==> src/rtl/mem_access_ctrl.sv <==
// Purpose : MEM-stage data-memory access controller; turns MemRead_i/MemWrite_i into
//           a held request/ack handshake and stalls the pipeline until it finishes.
// Latency : request accepted in IDLE, >=1 ACCESS cycle, one DONE cycle (stall_o=0).
//           An access aborts after TIMEOUT ACCESS cycles without mem_ack_i.
// Backpressure: stall_o freezes PC and the IF/ID, ID/EX and EX/MEM latches from request
//           acceptance until ack/timeout. mem_req_o is held until mem_ack_i or timeout.
//
// Ports:
//   clk_i, rst_i               clock, asynchronous active-low reset
//   MemRead_i, MemWrite_i      load/store present in MEM stage
//   addr_i, wdata_i            access byte address and store data
//   mem_req_o, mem_we_o        memory request and direction (1 = write)
//   mem_addr_o, mem_wdata_o    registered address/store data, stable during ACCESS
//   mem_ack_i, mem_rdata_i     one-cycle completion pulse and read data
//   rdata_o                    registered load result to MEM/WB
//   stall_o                    pipeline freeze
//   err_o                      sticky timeout flag

module mem_access_ctrl #(
    // Legal range 1..255: ACCESS cycles allowed before the access is aborted.
    parameter int unsigned TIMEOUT = 255
) (
    input  logic        clk_i,
    input  logic        rst_i,
    input  logic        MemRead_i,
    input  logic        MemWrite_i,
    input  logic [31:0] addr_i,
    input  logic [31:0] wdata_i,
    output logic        mem_req_o,
    output logic        mem_we_o,
    output logic [31:0] mem_addr_o,
    output logic [31:0] mem_wdata_o,
    input  logic        mem_ack_i,
    input  logic [31:0] mem_rdata_i,
    output logic [31:0] rdata_o,
    output logic        stall_o,
    output logic        err_o
);

    typedef enum logic [1:0] {
        S_IDLE   = 2'd0,
        S_ACCESS = 2'd1,
        S_DONE   = 2'd2
    } state_t;

    // wcnt counts ACCESS cycles already spent without an ack; the cycle in
    // which it equals TO_LAST is the last one allowed.
    localparam logic [7:0] TO_LAST = 8'(TIMEOUT - 1);

    state_t      state_q, state_d;
    logic [7:0]  wcnt_q,  wcnt_d;
    logic        we_q,    we_d;
    logic [31:0] addr_q,  addr_d;
    logic [31:0] wdata_q, wdata_d;
    logic [31:0] rdata_q, rdata_d;
    logic        err_q,   err_d;

    logic        mem_op;

    assign mem_op = MemRead_i | MemWrite_i;

    always_ff @(posedge clk_i or negedge rst_i) begin
        if (!rst_i) begin
            state_q <= S_IDLE;
            wcnt_q  <= 8'd0;
            we_q    <= 1'b0;
            addr_q  <= 32'd0;
            wdata_q <= 32'd0;
            rdata_q <= 32'd0;
            err_q   <= 1'b0;
        end else begin
            state_q <= state_d;
            wcnt_q  <= wcnt_d;
            we_q    <= we_d;
            addr_q  <= addr_d;
            wdata_q <= wdata_d;
            rdata_q <= rdata_d;
            err_q   <= err_d;
        end
    end

    always_comb begin
        state_d = state_q;
        wcnt_d  = wcnt_q;
        we_d    = we_q;
        addr_d  = addr_q;
        wdata_d = wdata_q;
        rdata_d = rdata_q;
        err_d   = err_q;

        unique case (state_q)
            S_IDLE: begin
                if (mem_op) begin
                    // A simultaneous read+write is handled as a write.
                    addr_d  = addr_i;
                    wdata_d = wdata_i;
                    we_d    = MemWrite_i;
                    wcnt_d  = 8'd0;
                    state_d = S_ACCESS;
                end
            end

            S_ACCESS: begin
                if (mem_ack_i) begin
                    // Ack takes priority over a timeout on the same edge.
                    if (!we_q) begin
                        rdata_d = mem_rdata_i;
                    end
                    state_d = S_DONE;
                end else if (wcnt_q == TO_LAST) begin
                    err_d = 1'b1;
                    if (!we_q) begin
                        rdata_d = 32'd0;
                    end
                    state_d = S_DONE;
                end else begin
                    wcnt_d = wcnt_q + 8'd1;
                end
            end

            S_DONE: begin
                // The same instruction is still on MemRead_i/MemWrite_i here;
                // the pipeline advances at the end of this cycle.
                state_d = S_IDLE;
            end

            default: begin
                state_d = S_IDLE;
            end
        endcase
    end

    assign mem_req_o   = (state_q == S_ACCESS);
    assign mem_we_o    = we_q;
    assign mem_addr_o  = addr_q;
    assign mem_wdata_o = wdata_q;
    assign rdata_o     = rdata_q;
    assign err_o       = err_q;

    // Gated by reset so the freeze drops in the same cycle reset is asserted,
    // even though the load/store is still present on MemRead_i/MemWrite_i.
    assign stall_o = rst_i & (((state_q == S_IDLE) & mem_op) | (state_q == S_ACCESS));

endmodule

==> config.mk <==
export PLATFORM = sky130hd
export DESIGN_NAME = mem_access_ctrl
export DESIGN_NICKNAME = d
export VERILOG_FILES = /design/src/rtl/mem_access_ctrl.sv
export SDC_FILE = /design/constraint.sdc
export NUM_CORES = 1
export LEC_CHECK = 0
export CAP_MARGIN = 20
export CORE_ASPECT_RATIO = 0.6
export CORE_MARGIN = 2
export CORE_UTILIZATION = 41
export DETAILED_ROUTE_END_ITERATION = 16
export GPL_TIMING_DRIVEN = 0
export HOLD_SLACK_MARGIN = 0.08
export PLACE_DENSITY = 0.88
export SLEW_MARGIN = 40
export SYNTH_ARGS = -nofsm -noshare
export SYNTH_HDL_FRONTEND = slang
export SYNTH_SLANG_ARGS = --single-unit
==> constraint.sdc <==
create_clock -name clk_i -period 1.9 [get_ports clk_i]
set_clock_uncertainty 0.05 [all_clocks]
set_input_delay 0.19 -clock clk_i [delete_from_list [all_inputs] [get_ports clk_i]]
set_output_delay 0.19 -clock clk_i [all_outputs]
set_load 0.05 [all_outputs]
==> results of run 1 <==
-- what timing repair did --
| action | in CTS | in global routing |
|---|---|---|
| gates resized for setup | 11 | 3 |
| pin swaps | 0 | 1 |
| setup buffers | 0 | 1 |
| hold buffers | 1 | 0 |
| setup endpoints to repair | 2 | 44 |
| hold endpoints to repair | 53 | 0 |
-- report_power, final --
group	leakage, nW	switching [W]	internal (W)
sequential	1.31	0.000597	0.00338
clock	0.127	0.000808	0.000881
combinational	1.43	0.00512	0.00313
-- worst paths after layout --
kind / from / endpoint / slack, ns / depth (start not counted)
worst max register to register: wcnt_q[0] / rdata_o[6] / 0.11 / 7
worst min register to register: err_o / err_o / 0.43 / 1
worst max-delay path: mem_we_o / mem_we_o / 0.1 / 1
worst min-delay path: rst_i / mem_wdata_o[13] / 0.28 / 2
min in group clk_i: mem_rdata_i[18] / rdata_o[18] / 0.41 / 2
max in group asynchronous: rst_i / mem_addr_o[12] / 0.95 / 3
-- area by class of cell --
type	instances	area, um2	share of cell area (%)
Buffer	15	121	1.82
Clock buffer	9	225	3.38
Clock inverter	6	42.5	0.638
Inverter	5	21.3	0.319
Multi-Input combinational cell	144	1330	19.9
Sequential cell	108	2700	40.5
Tap cell	135	169	2.53
Timing Repair Buffer	203	2060	30.8
-- through the flow --
step                      setup WS, ns  utilization, %
after detailed placement        -0.420            64.5
after CTS                       0.0555            67.3
after global routing           -0.0316            67.5
final                           0.0996            67.5
after global placement           -3.63            64.1
after floorplan                 0.0974               -
-- cells by family after synthesis --
| kind of cell | after synthesis | synth area share [%] |
|---|---|---|
| buf+inv | 20 | 3.37 |
| flops | 108 | 64.9 |
| compound gates | 54 | 10.5 |
| fa+ha+maj | 2 | 0.601 |
| simple gates | 24 | 3.31 |
| mux | 64 | 17.3 |
-- synth_stat cells, types with 2 or more instances --
master,count
o21ai_0,4
o21a_1,2
nand2b_1,2
a22o_1,36
inv_1,4
ha_1,2
a21boi_0,2
buf_2,5
nor4_1,2
buf_4,5
and3_1,2
dfrtp_1,108
a21o_1,3
buf_6,5
mux2_2,64
nand3_1,5
nor2_1,6
-- flip-flops by register name (all words and copies together) (netlist names) --
register and count:
err_o 1, mem_addr_o 32, mem_wdata_o 32, mem_we_o 1, rdata_o 32, state_q 2
wcnt_q 8
-- layer usage --
metal	GRT usage, %	wire length, um	up-vias
met2	30.2	4730	138
li1	-	-	1425
met5	0	0	-
met3	6.85	897	6
met1	26.0	4660	1496
met4	4.74	62	0
==> impl_metrics.tcl, run 1 <==
set metrics [dict create \
    yosys_register_bits 108 \
    vias 3065 \
    timing.hold.ws_ns 0.276 \
    hold_path_class "in2async" \
    fillCellCount 734 \
    ys_types 32 \
    outcome "completed" \
    synth_area_leaders "dfrtp_1 65%, mux2_2 17%, a22o_1 7.6%" \
    final_area_um2 6670 \
    wirelength_mm 10.3 \
    drv_slew 0 \
    core_um2 9880 \
    clk_latency_ns 0.34 \
    rsz0062_at_grt "yes" \
    cp_top_family "buffers and inverters" \
    die-area_um2 11000 \
    drtAntennaViolNets 0 \
    required_ns 1.66 \
    cp_max_fo 3 \
    path_cells "clkdlybuf4s50_1" \
    mostFrequentLayoutCell "clkdlybuf4s50_1" \
    worst-path-buf-inv 1 \
    postSynthAreaPerCell_um2 15.3 \
    synth_top_area_share_pct 64.9 \
    crit_path_top_delay_cell "clkdlybuf4s50_1" \
    ys_seq_area_share_pct 64.9 \
    ys_async_sr_fraction_pct 100 \
    syn-num-nets 375 \
    ios 201 \
    synth_top_cell_by_area "dfrtp_1" \
    layout_common_cells "197 x clkdlybuf4s50_1, 108 x dfrtp_1, 64 x mux2_2" \
    grt_pass1_wl_mm 16.3 \
    instances_no_fill 625 \
    port_buffers 200 \
    drt-wirelength-per-cell_um 16.6 \
    relSlewSlack_pct 63.5 \
    nets 589 \
    place_hpwl_mm 7.59 \
    firstDrtPassIters 4 \
    cts_tree "done" \
    cts-root-buf "clkbuf_16" \
    row_count 28 \
    grt_antenna_before_repair 0 \
    die_w_um 134 \
    synth_warnings 0 \
    area_growth_pct 60.1 \
    cts_made_buffers 9 \
    start_kind "flip-flop" \
    p_total_w 0.0139 \
    drtIter0Drc 99 \
    cts_sinks 108 \
    grt_pass1_vias 3158 \
    power.leakage_nw 2.86 \
    critPathArrivalTime_ns 1.56 \
    p_per_area_nw_per_um2 2090 \
    place_area_um2 6370 \
    die_h_um 82.1 \
    overflow 0 \
    clkTransAtPathRegs_ns 0.07 \
    gp_congestion 0.807 \
    fin_tns_setup_ns 0 \
    worst_setup_path_end_kind "primary output" \
    grt_max_degree 56 \
    min_period_ns 1.80 \
    postSynthCellCount 272 \
    vias_per_cell 4.90 \
    synth_ff_type "dfrtp_1" \
    drc 0 \
    synth_edf_count 0 \
    tightest_slew_ns 0.545 \
    start_util_pct 42.1 \
    drive_above_1_share_pct 21.2 \
    slowest_delay_ns 0.84 \
    cap_violations 0 \
    htree_num_levels 3 \
    period_share_pct 94.8 \
    crit_type "reg2out" \
    dp_cells 608 \
    irDropWorstVdd_uv 1590 \
    finalSetupViolCount 0 \
    netlist_area_um2 4160 \
    hold_viol_final 0 \
    cts_max_path_buffers 2 \
    fmax_mhz 555 \
    grt.total_usage_pct 19.3 \
    diodes 0 \
]
Power figures use the tool's default switching activity.
==> run 2, diff against run 1 <==
- ABC_AREA: not set -> 1
- PLACE_DENSITY: 0.88 -> 0.86
- TNS_END_PERCENT: not set -> 50
==> run 2 against run 1 <==
Against the previous run: the run now ends with negative hold slack left; clock-buffer cell count rose by 2; die area rose by 5.2%; critical path type unchanged; largest power group unchanged; cell area rose by 4.7%; hold slack got worse by 0.35 ns; synthesized cell count rose by 84%; critical path depth did not move; clock power rose by 8%.
==> impl_metrics.tcl, run 2 <==
set metrics [dict create \
    port_buffers 199 \
    multi_input_area_um2 1500 \
    finalSetupViolCount 0 \
    required_ns 1.66 \
    synth_adder_area_share_pct 0.570 \
    fillCellCount 796 \
    p_total_w 0.0137 \
    slowest_delay_ns 0.84 \
    synthMostInstantiatedCell "nand2_1" \
    layout_setup_ws_ns 0.106 \
    cap_violations 0 \
    p_int_w 0.00678 \
    hold_path_class "in2async" \
    ys_types 24 \
    row_count 29 \
    ys_seq_area_share_pct 61.6 \
    synth_top_area_share_pct 61.6 \
    power.share.clock_pct 13.3 \
    synth_edf_count 0 \
    r2r_end "rdata_o[7]" \
    period_share_pct 94.4 \
    pwr-share-comb_pct 58.7 \
    cts_tree "done" \
    firstDrtPassIters 4 \
    synth_ff_type "dfrtp_1" \
    start_util_pct 41.8 \
    clkTransAtPathRegs_ns 0.08 \
    layout_common_cells "277 x nand2_1, 196 x clkdlybuf4s50_1, 108 x dfrtp_1" \
    critPathArrivalTime_ns 1.55 \
    gp_congestion 0.881 \
    cts-root-buf "clkbuf_16" \
    grt_pass1_vias 4295 \
    postSynthCellCount 500 \
    vias 4180 \
    drt-wirelength-per-cell_um 14.6 \
    crit_path_top_delay_cell "clkdlybuf4s50_1" \
    start_kind "flip-flop" \
    cts_made_buffers 9 \
    irDropWorstVdd_uv 1310 \
    die_h_um 84.1 \
    synth_top_family_by_area "simple AND/OR/NAND/NOR gates" \
    ys_async_sr_fraction_pct 100 \
    reg2reg_slack_ns 0.22 \
    post-place-ws_ns -0.452 \
    worst-path-buf-inv 1 \
    crit_type "reg2out" \
    instances_no_fill 860 \
    timing.rr.start "wcnt_q[0]" \
    outcome "finished with violations" \
    grt.total_usage_pct 22.5 \
    relSlewSlack_pct 63.6 \
    drive_above_1_share_pct 6.66 \
    synth_compound_area_share_pct 1.51 \
    nets 819 \
    grt_antenna_before_repair 0 \
    synth_warnings 0 \
    min_period_ns 1.79 \
    path_cells "clkdlybuf4s50_1" \
    htree_num_levels 3 \
    die-area_um2 11600 \
    reg2regPathDepth 10 \
    cts_setup_buffers 0 \
    seqPwrFrac_pct 28.0 \
    overflow 0 \
    netlist_area_um2 4390 \
    synth_top_cell_by_area "dfrtp_1" \
    cp_max_fo 2 \
    synth-simple-area-share_pct 32.1 \
    cp_top_family "buffers and inverters" \
    p_per_area_nw_per_um2 1970 \
    core_um2 10500 \
    drc 0 \
    mostFrequentLayoutCell "nand2_1" \
    power.leakage_nw 3.43 \
    clk_latency_ns 0.34 \
    ios 201 \
    utilization_pct 66.6 \
    diodes 0 \
    tightest_slew_ns 0.545 \
    grt_max_degree 73 \
    synth_mux_area_share_pct 0 \
    wirelength_mm 12.5 \
    cts_max_path_buffers 2 \
    hold_buffers 5 \
    drtAntennaViolNets 0 \
    dp_cells 839 \
    regArea_um2 2700 \
    postSynthAreaPerCell_um2 8.78 \
    drv_slew 0 \
    hold_viol_final 49 \
    worst_setup_path_end_kind "primary output" \
    switching_share_pct 50.6 \
    rsz0062_at_grt "no" \
    vias_per_cell 4.86 \
    yosys_register_bits 108 \
    timing.hold.ws_ns -0.0737 \
    yosys.area_share.xor_xnor_pct 0 \
    drtIter0Drc 169 \
    place_hpwl_mm 9.26 \
    grt_pass1_wl_mm 20.7 \
    violations "negative hold slack" \
    netSwitchingPower_w 0.00693 \
    area_growth_pct 59.1 \
    netlist_top_cells_count "277 x nand2_1, 108 x dfrtp_1, 32 x nand4_1" \
    die_w_um 138 \
    cts_sinks 108 \
    syn-num-nets 603 \
    fmax_mhz 558 \
    synth_area_leaders "dfrtp_1 62%, nand2_1 24%, nand4_1 4.6%" \
]
[run 2: cell types whose count changed after synthesis, sizes merged, moves of 3 or more]
cell,change
buf,+5
nor2,+5
nand2,+279
nand4,+31
nand3,+12
o21ai,-3
inv,+3
and3,-3
clkbuf,+9
a21oi,+4
a22o,-36
mux2,-64
[run 2: layout make-up]
cell class	count	area share [%]
Inverter	9	0.520
Tap cell	139	2.49
Clock inverter	5	0.627
Timing Repair Buffer	205	30.3
Clock buffer	11	3.62
Sequential cell	108	38.7
Buffer	29	2.22
Multi-Input combinational cell	354	21.5
[run 2: what timing repair did]
item                                   4_1_cts  5_1_grt
endpoints found under the hold margin      108       71
pin swaps                                    0        0
setup endpoints to repair                    2        2
gates resized for setup                     13        4
[run 2: power by group through the flow]
stage,logic [W],registers (W),clock network [W]
after CTS,0.00808,0.00384,0.00186
after global routing,0.00857,0.00395,0.00197
after floorplan,0.00192,0.00706,0
final,0.00805,0.00384,0.00182
after detailed placement,0.00804,0.00386,0
after global placement,0.00785,0.00381,0
[run 2: worst max path at each step]
stage | startpoint | endpoint | slack [ns] | cells after the start
5_1_grt | state_q[0] | stall_o | 0.002 | 5
4_1_cts | state_q[1] | mem_req_o | 0.008 | 6
3_5_place_dp | MemWrite_i | stall_o | -0.45 | 5
3_3_place_gp | rst_i | stall_o | -3.64 | 3
6_report | mem_wdata_o[11] | mem_wdata_o[11] | 0.11 | 1
2_1_floorplan | state_q[0] | stall_o | 0.15 | 4
[run 2: cell families (layout without fill, tap and decap cells)]
kind of cell             count (synthesis)  after routing
flip-flops                             108            108
buffers and inverters                   38            259
adder cells (fa/ha/maj)                  2              2
AO/OA/AOI/OAI                           11             11
AND/OR/NAND/NOR                        341            341
[run 2: metrics by stage]
step	setup TNS, ns	area [um2]	hold slack [ns]
after floorplan	0	4390	-0.156
after global placement	-358.55	6550	0.393
after detailed placement	-0.673	6590	0.0377
after CTS	0	6970	-0.0358
after global routing	0	6980	-0.0394
final	0	6980	-0.0737
[run 2: routing by layer]
| metal | part of all wire (%) | vias to the layer above | GRT usage [%] |
|---|---|---|---|
| li1 | - | 2013 | - |
| met1 | 42 | 2008 | 28.1 |
| met2 | 49 | 143 | 37.5 |
| met3 | 7.6 | 16 | 7.85 |
| met4 | 1.4 | 0 | 6.00 |
| met5 | 0 | - | 0 |
==> run 3, diff against run 2 <==
- GPL_TIMING_DRIVEN: 0 -> not set
- SKIP_LAST_GASP: not set -> 1
==> run 3 against run 2 <==
Against the previous run: the run now ends clean; hold slack better by 0.40 ns; sequential share of layout area increased by 0.61 points; die area unchanged; clock power up 13%; critical endpoint is now rdata_o[16]; largest power group unchanged; highest routed layer unchanged.
==> impl_metrics.tcl, run 3 (synthesis results as in run 2) <==
set metrics [dict create \
    min_period_ns 1.84 \
    timing.hold.ws_ns 0.329 \
    crit_start "wcnt_q[0]" \
    path_cells "inv_1 > ha_1 > nand2_1 > nor2_1 > nand2_2 > nand2_4 > nand3_2 > nand2_1 > nand2_1" \
    overflow 0 \
    core_um2 10500 \
    firstDrtPassIters 4 \
    port_buffers 200 \
    path_depth 9 \
    gp_congestion 0.857 \
    layout_common_cells "277 x nand2_1, 196 x clkdlybuf4s50_1, 108 x dfrtp_1" \
    ios 201 \
    grt.total_usage_pct 21.2 \
    cts_max_path_buffers 2 \
    die_w_um 138 \
    post_cts_resized 0 \
    p_total_w 0.0138 \
    reg2regPathDepth 9 \
    grt_pass1_wl_mm 19.6 \
    grt_antenna_before_repair 0 \
    diodes 0 \
    clk_latency_ns 0.34 \
    drtAntennaViolNets 0 \
    power.leakage_nw 3.38 \
    vias 4067 \
    post-place-ws_ns 0.123 \
    r2r_end "rdata_o[16]" \
    finalSetupViolCount 0 \
    htree_num_levels 3 \
    irDropWorstVdd_uv 1220 \
    drv_slew 0 \
    wirelength_mm 12.0 \
    area_growth_pct 56.6 \
    clkTransAtPathRegs_ns 0.07 \
    reg2reg_slack_ns 0.06 \
    nets 797 \
    cap_violations 0 \
    final_area_um2 6870 \
    tightest_slew_ns 0.558 \
    cp_top_family "simple AND/OR/NAND/NOR gates" \
    critPathArrivalTime_ns 2.01 \
    mostFrequentLayoutCell "nand2_1" \
    crit_top_cell "nand2_1" \
    die_h_um 84.1 \
    row_count 29 \
    grt_pass1_vias 3992 \
    critPathCapture "rdata_o[16]" \
    cts_sinks 108 \
    place_area_um2 6520 \
    place_hpwl_mm 8.35 \
    start_util_pct 41.8 \
    utilization_pct 65.5 \
    crit_path_top_delay_cell "dfrtp_1" \
    drtIter0Drc 167 \
    drc 0 \
    cts_tree "done" \
    cts_setup_buffers 0 \
    drive_above_1_share_pct 5.58 \
    slowest_delay_ns 0.42 \
    worst-path-buf-inv 1 \
    drt-wirelength-per-cell_um 14.3 \
    cp_max_fo 16 \
    fmax_mhz 544 \
    cts_made_buffers 9 \
    layout_setup_ws_ns 0.0630 \
    die-area_um2 11600 \
    outcome "completed" \
    timing.rr.start "wcnt_q[0]" \
    hold_path_class "in2reg" \
    start_kind "flip-flop" \
    crit_type "reg2reg" \
    worst_setup_path_end_kind "flip-flop" \
    vias_per_cell 4.85 \
    hold_viol_final 0 \
    period_share_pct 96.7 \
    p_per_area_nw_per_um2 2010 \
    cts-root-buf "clkbuf_16" \
    required_ns 2.07 \
    rsz0062_at_grt "yes" \
    relSlewSlack_pct 62.8 \
    grt_max_degree 109 \
]
run 3: area by class of cell:
type | count | area (um2)
clock buffer | 11 | 253
tap | 139 | 174
multi-input combinational | 355 | 1520
inverter | 9 | 33.8
clock inverter | 5 | 82.6
timing repair buffer | 211 | 2100
sequential | 108 | 2700
fill | 790 | 3620
run 3: stage by stage:
stage	TNS [ns]	instances
detailed placement	0	820
global placement	0	820
CTS	0	837
finish	0	838
global route	-1.05	838
floorplan	0	500
run 3: worst min path at each step:
stage / start / endpoint / slack [ns] / cells past startpoint
global placement: rst_i / mem_wdata_o[2] / 0.28 / 2
detailed placement: rst_i / mem_wdata_o[2] / 0.29 / 2
global route: wdata_i[8] / mem_wdata_o[8] / 0.32 / 3
floorplan: rst_i / err_o / -0.16 / 0
CTS: wdata_i[8] / mem_wdata_o[8] / 0.31 / 3
finish: wdata_i[8] / mem_wdata_o[8] / 0.33 / 3
run 3: report_power, final:
| part | internal (W) | leakage, nW | total, W | switching (W) |
|---|---|---|---|---|
| Clock | 0.00123 | 0.166 | 0.00206 | 0.000824 |
| Sequential | 0.00328 | 1.36 | 0.00384 | 0.000561 |
| Combinational | 0.00244 | 1.85 | 0.00791 | 0.00547 |
| Total | 0.00695 | 3.38 | 0.0138 | 0.00686 |
run 3: layer usage:
metal  up-vias  part of all wire (%)  global-route usage (%)
li1       1966                     -                       -
met1      1923                    44                    28.9
met2       162                    46                    32.8
met3        16                   8.4                    6.76
met4         0                   1.4                    5.72
met5         -                     0                       0
run 3: worst register-to-register path, stage by stage, from the launching register on:
cell and delay [ns]:
dfrtp_1 0.42, inv_1 0.11, ha_1 0.17, nand2_1 0.05, nor2_1 0.10, nand2_2 0.10
nand2_4 0.16, nand3_2 0.33, nand2_1 0.16, nand2_1 0.07
run 3: timing repair:
item / in CTS / in global routing
hold buffers: 1 / 0
endpoints found under the setup margin: 0 / 32
hold endpoints to repair: 108 / 0
